### src/rtl/fetch_stage.sv
// fetch_stage
// Instruction-fetch stage of the pipelined MIPS core. It owns the program
// counter, presents it to the combinational instruction memory, and captures
// the returned word together with PC+4 in the IF/ID pipeline register. The
// stage honours load-use stalls from the hazard unit and PC redirects (taken
// branch, j/jal, jr) from later stages, and inserts a NOP bubble on redirect.
//
// Parameters
//   RESET_PC       PC loaded on reset
//   BUBBLE         instruction word written to IF/ID on a bubble (NOP)
// Ports
//   clk            single clock, rising edge
//   reset          synchronous, active-high reset
//   stall_i        hold PC and IF/ID for this edge
//   redirect_i     load redirect_pc_i into PC and squash the current fetch
//   redirect_pc_i  redirect target (low two bits ignored)
//   imem_addr_o    fetch address (equals PC)
//   imem_instr_i   instruction returned combinationally for imem_addr_o
//   ifid_instr_o   IF/ID instruction
//   ifid_pc4_o     IF/ID PC+4
//   ifid_valid_o   1 = real instruction, 0 = bubble
//   fetch_count_o  number of instructions accepted into IF/ID (debug)

module fetch_stage #(
  parameter logic [31:0] RESET_PC = 32'h0000_0000,
  parameter logic [31:0] BUBBLE   = 32'h0000_0000
) (
  input  logic        clk,
  input  logic        reset,
  input  logic        stall_i,
  input  logic        redirect_i,
  input  logic [31:0] redirect_pc_i,
  output logic [31:0] imem_addr_o,
  input  logic [31:0] imem_instr_i,
  output logic [31:0] ifid_instr_o,
  output logic [31:0] ifid_pc4_o,
  output logic        ifid_valid_o,
  output logic [15:0] fetch_count_o
);

  logic [31:0] r_pc;
  logic [31:0] r_instr;
  logic [31:0] r_pc4;
  logic        r_valid;
  logic [15:0] r_fetch_count;

  logic [31:0] w_pc_plus4;
  logic [31:0] w_redirect_aligned;
  logic [31:0] w_reset_aligned;

  // Modulo-2^32 increment: 32'hFFFF_FFFC rolls over to zero.
  assign w_pc_plus4 = r_pc + 32'd4;

  // The PC is kept word aligned at all times, so misaligned redirect targets
  // (and a misaligned RESET_PC override) are silently rounded down.
  assign w_redirect_aligned = {redirect_pc_i[31:2], 2'b00};
  assign w_reset_aligned    = {RESET_PC[31:2], 2'b00};

  // Priority: reset > redirect > stall > normal fetch.
  always_ff @(posedge clk) begin
    if (reset) begin
      r_pc          <= w_reset_aligned;
      r_instr       <= BUBBLE;
      r_pc4         <= 32'd0;
      r_valid       <= 1'b0;
      r_fetch_count <= 16'd0;
    end else if (redirect_i) begin
      // The word currently being fetched belongs to the wrong path; replace
      // it with a bubble. The fetch counter only counts accepted words.
      r_pc    <= w_redirect_aligned;
      r_instr <= BUBBLE;
      r_pc4   <= 32'd0;
      r_valid <= 1'b0;
    end else if (!stall_i) begin
      r_pc          <= w_pc_plus4;
      r_instr       <= imem_instr_i;
      r_pc4         <= w_pc_plus4;
      r_valid       <= 1'b1;
      r_fetch_count <= r_fetch_count + 16'd1;
    end
  end

  assign imem_addr_o   = r_pc;
  assign ifid_instr_o  = r_instr;
  assign ifid_pc4_o    = r_pc4;
  assign ifid_valid_o  = r_valid;
  assign fetch_count_o = r_fetch_count;

endmodule

### config.mk
export PLATFORM = sky130hd
export DESIGN_NAME = fetch_stage
export DESIGN_NICKNAME = d
export VERILOG_FILES = /design/src/rtl/fetch_stage.sv
export SDC_FILE = /design/constraint.sdc
export NUM_CORES = 1
export LEC_CHECK = 0
export ABC_CLOCK_PERIOD_IN_PS = 2300
export CAP_MARGIN = 20
export CORE_ASPECT_RATIO = 1.2
export CORE_UTILIZATION = 41
export CTS_CLUSTER_DIAMETER = 120
export DETAILED_ROUTE_END_ITERATION = 8
export HOLD_SLACK_MARGIN = 0.08
export PLACE_DENSITY = 0.73
export SETUP_SLACK_MARGIN = 0.4
export SLEW_MARGIN = 10
export SYNTH_ARGS = -nofsm -noshare
export SYNTH_HDL_FRONTEND = slang
export SYNTH_SLANG_ARGS = --single-unit
### constraint.sdc
create_clock -name clk -period 2.3 [get_ports clk]
set_clock_uncertainty 0.15 [all_clocks]
set_input_delay 0.575 -clock clk [delete_from_list [all_inputs] [get_ports clk]]
set_output_delay 0.575 -clock clk [all_outputs]
set_load 0.02 [all_outputs]
## Word-level counts from Yosys, hierarchy flattened

Index checks and enable logic that the tools add are counted.

| word-level totals | value |
|---|---|
| bits in registers | 113 |
| bits in latches | 0 |
| RAM bits | 0 |
| bits in read-only memories | 0 |
| logic and storage cells | 15 |
| memories | 0 |

| cells by class | value |
|---|---|
| add/subtract/negate cells | 2 |
| multiply operators | 0 |
| div/mod/pow operators | 0 |
| order comparisons | 0 |
| equal/unequal tests | 1 |
| shift operators | 0 |
| mux-type cells | 2 |
| bitwise operators | 2 |
| reductions and logical operators | 2 |

Operators with widths:

| operator | count |
|---|---|
| 32-bit 2-to-1 mux | 2 |
| 32-bit by 3-bit adder with 32-bit output, second input constant | 1 |
| 16-bit by 1-bit adder with 16-bit output, second input constant | 1 |
| 2-bit by 1-bit != test with 1-bit output, second input constant | 1 |
| 1-bit inverter | 2 |
| 2-bit AND reduction | 1 |
| 2-bit OR reduction | 1 |

## Longest topological paths before layout

| logic depth | value |
|---|---|
| word-level depth | 3 |
| gate-level depth with buffers | 7 |
| depth with buffers taken out | 5 |

## Worst setup path after synthesis

Ideal clock, no wire load.

| timing | value |
|---|---|
| kind | in2reg |
| from | input port redirect_i |
| to | register r_fetch_count[15] (netlist: fetch_count_o[15]) |
| setup time | 0.070 ns |
| arrival time | 2.211 ns |
| setup slack | -0.132 ns |
| stages on the path | 6 |
| path through | buf_2 > or3b_1 > or3_1 > clkbuf_1 > or4_1 > a21oi_1 |

| on the way | value |
|---|---|
| cells in the longest elaborated chain, start to end | 2 |

RTL lines:

| what | RTL line | text |
|---|---|---|
| start, declared | 31 | `input logic redirect_i,` |
| 1-bit inverter (no line) | n/a |  |
| 2-bit AND reduction (no line) | n/a |  |
| end signal, assigned | 79 | `r_fetch_count <= r_fetch_count + 16'd1;` |
| end, declared | 45 | `logic [15:0] r_fetch_count;` |

No other way between the ends.
A chain may end at the register's enable or synchronous reset.

## Worst setup path in the final report

| timing | value |
|---|---|
| from | register r_pc[25] (netlist: imem_addr_o[25]) |
| to | register r_pc[30] (netlist: imem_addr_o[30]) |

| on the way | value |
|---|---|
| cells in the longest elaborated chain, start to end | 3 |

RTL lines:

| what | RTL line | text |
|---|---|---|
| start, declared | 41 | `logic [31:0] r_pc;` |
| start signal, assigned | 62 | `r_pc <= w_reset_aligned;` |
| start signal, assigned | 70 | `r_pc <= w_redirect_aligned;` |
| start signal, assigned | 75 | `r_pc <= w_pc_plus4;` |
| 32-bit by 3-bit adder with 32-bit output | 52 | `assign w_pc_plus4 = r_pc + 32'd4;` |
| 32-bit 2-to-1 mux | 74 | `end else if (!stall_i) begin` |
| 32-bit 2-to-1 mux | 67 | `end else if (redirect_i) begin` |

No other way between the ends. The select of a mux whose other input is x is not followed.

==> results.md <==
- Slew Limit Fails: 0
- CP arrival: 2.10 ns
- Startpoint types: flop
- Actual slew at the worst max-slew pin: 0.599 ns
- Crit path max fanout: 7
- Final period util: 84.8%
- Critical path class: reg -> reg
- Core Area: 0.0123 mm²
- Sw frac: 28.4%
- Clock power share: 34.9%
- R2R Path Start: imem_addr_o[25]
- Syn-to-layout area delta: 55.1%
- # diodes: 0
- Final worst-path setup slack: 0.350 ns
- Iteration-0 DRC Markers: 298
- Sink Count: 109
- Met3 routed WL: 1.01 mm
- Aggregate global-route resource usage: 25.4%
- Via Count: 5,607
- Unrepaired setup endpoints after global routing: yes
- CTS root buf: clkbuf_16
- Clk pin slew, worst setup/hold paths: 0.08 ns
- Die width: 105 µm
- Maximum vdd drop: 0.000412 V
- Htree depth: 3
- Grt total ovfl: 0
- Initial antenna violation count: 0
- Min-delay src: ifid_pc4_o[3]
- Row cnt: 44
- LEAKAGE: 3.34 nW
- Die height: 126 µm
- Number of port buffers: 174
- Area contributors post-synth: dfxtp_1 (42%), mux2i_1 (6.1%), nor2_1 (5.8%)
- Fillers: 1,010
- Initial core utilization: 42.6%
- Outcome: finished, final reports clean
- Seq/Total Area, Yosys: 41.7%
- Gate power share: 17.0%
- CTS tree: yes
- First-pass GRT wire length: 26.8 mm
- Vias in the first global route: 5,288
- Syn Area/Cell: 8.45 µm²
- Fraction of layout cells with a size suffix above 1: 23.1%
- Drt first pass iters: 5
- Main synth FF type: dfxtp_1
- Residual DRC: 0
- Internal: 3.06 mW
- Crit path required time: 2.45 ns
- PD cells: 527 mW/mm²
- Post-Syn Area: 0.00523 mm²
- Reg-to-reg slack, setup: 0.35 ns
- Post-Route WL: 17.4 mm
- Clk buf depth: 2
- RePlAce Congestion: 0.916
- Hold Crit Endpoint: ifid_pc4_o[3]
- Most frequent cells in the layout: dlygate4sd2_1 (97), nor2_1 (81), buf_4 (79)
- Worst hold stages: 2
- Die area: 0.0132 mm²
- Post-synth EDFFs: 0
- Post-synth ARST share: 0%
- Biggest area consumer among synthesized cells: dfxtp_1
- Antenna-violating nets left: 0
- Hpwl dp: 11.8 mm
- Post-layout min period: 1.95 ns
- Final Hold Viols: 0
- Post-Synthesis Cells: 619
- Worst hold margin: 0.315 ns
- Top layer reached by signal wires: met4
- Met2 routed WL: 9.00 mm
- R2r worst-path depth: 6
- Sw power: 1.21 mW
- Worst slack, placed: -0.337 ns
- Synth Register Bits: 109
- Clock latency on the worst-skew pair: 0.36 ns
- Most common cell after layout, fill and taps aside: dlygate4sd2_1
- I/O Pins: 181
- RR Endpoint: imem_addr_o[30]
- Rel. slew slack: 59.7%
- Fin nets: 908
- CP endpoint kind: flop
- Final Setup Violations: 0
- YS warnings: 0
- Synth top area share: 41.7%
- M1 WL: 6.83 mm
- DR vias/cell: 5.58
- Max Cap Viol: 0
- Largest net degree at the start of global routing: 39
- Num CTS Buffers: 9
- Highest clock rate: 513 MHz
- Hold crit path type: reg -> reg
- Wire per inst: 17.3 µm
- Distinct cell type count of the synthesized netlist: 49
- Seq pwr share: 48.2%
## Yosys cell counts (all sizes together) (2+ instances only)
master	n
ha	2
a31oi	9
a2111oi	4
and2	4
nand2b	4
nand3b	3
o21a	2
or4	17
inv	8
clkbuf	37
nand3	21
a211oi	18
a311oi	11
nor3	12
nor2b	5
and3	5
nand4	18
o21ai	35
xor2	12
buf	19
nor4	18
mux2i	32
o31ai	13
or3	8
dfxtp	109
nand2	34
nor2	81
or2	2
and4	6
xnor2	21
a21oi	32
o211ai	4
nor3b	3
## through the flow
| stage | std cells | area [µm²] | TNS [ns] | total power, mW | util, % |
|---|---|---|---|---|---|
| after detailed placement | 942 | 7400 | -2.02 | 2.81 | 60.3 |
| final | 1004 | 8110 | 0 | 4.27 | 66.0 |
| after CTS | 974 | 7740 | 0 | 4.24 | 63.0 |
| after floorplan | 622 | 5500 | 0 | 2.47 | - |
| after global placement | 942 | 7400 | -1.48 | 2.79 | 60.3 |
| after global routing | 1004 | 8110 | 0 | 4.44 | 66.0 |
## metal layers
layer	up-vias	global-route usage, %
met5	-	0
met4	0	11.3
met3	38	4.92
met2	197	46.4
met1	2671	28.4
li1	2701	-
## cell type report
| class | count | area, µm² | share of cell area (%) |
|---|---|---|---|
| timing repair buffer | 260 | 2250 | 27.8 |
| sequential | 109 | 2290 | 28.2 |
| clock buffer | 11 | 233 | 2.87 |
| multi-input combinational | 449 | 3050 | 37.7 |
| clock inverter | 5 | 43.8 | 0.540 |
| tap | 161 | 201 | 2.49 |
| inverter | 9 | 33.8 | 0.417 |
## power groups by stage
stage | clock network, mW | registers [mW] | logic [mW]
after global routing | 1.59 | 2.07 | 0.776
after CTS | 1.51 | 2.06 | 0.671
after floorplan | 0 | 2.17 | 0.305
after detailed placement | 0 | 2.12 | 0.688
final | 1.49 | 2.06 | 0.725
after global placement | 0 | 2.11 | 0.678
## sequential cells by signal (all words and copies together), names as in the netlist
name / flops
ifid_instr_o: 32
ifid_pc4_o: 30
imem_addr_o: 30
ifid_valid_o: 1
fetch_count_o: 16
## critical path: stages (launching register included)
cell     delay [ns]
dfxtp_4        0.39
nand4_4        0.11
or4_4          0.50
buf_6          0.14
buf_4          0.13
or4_4          0.41
nand3_2        0.07
## how the worst max path moves through the flow
stage	start	to	slack [ns]	cells after the start
after detailed placement	redirect_i	fetch_count_o[15]	-0.34	5
after floorplan	redirect_i	fetch_count_o[13]	0.02	6
after global routing	imem_addr_o[27]	ifid_pc4_o[30]	0.31	5
after CTS	fetch_count_o[2]	fetch_count_o[13]	0.29	4
after global placement	redirect_i	fetch_count_o[13]	-0.31	5
final	imem_addr_o[25]	imem_addr_o[30]	0.35	6
## kinds of logic after synthesis
kind of cell,after synthesis,share of synthesized area [%]
other cells,1,0.0717
buf+inv,65,5.41
flops,109,41.7
simple gates,244,24.4
mux,32,6.13
xor+xnor,33,5.53
compound gates,133,16.2
fa+ha+maj,2,0.479
## what timing repair did
action                     in CTS  in global routing
hold buffers                    0                  0
setup endpoints to repair     142                 43
buffers inserted               16                 29
pin swaps                      10                 26
resized for setup             147                 54
gates cloned                    0                  1
Power figures use the tool's default switching activity.
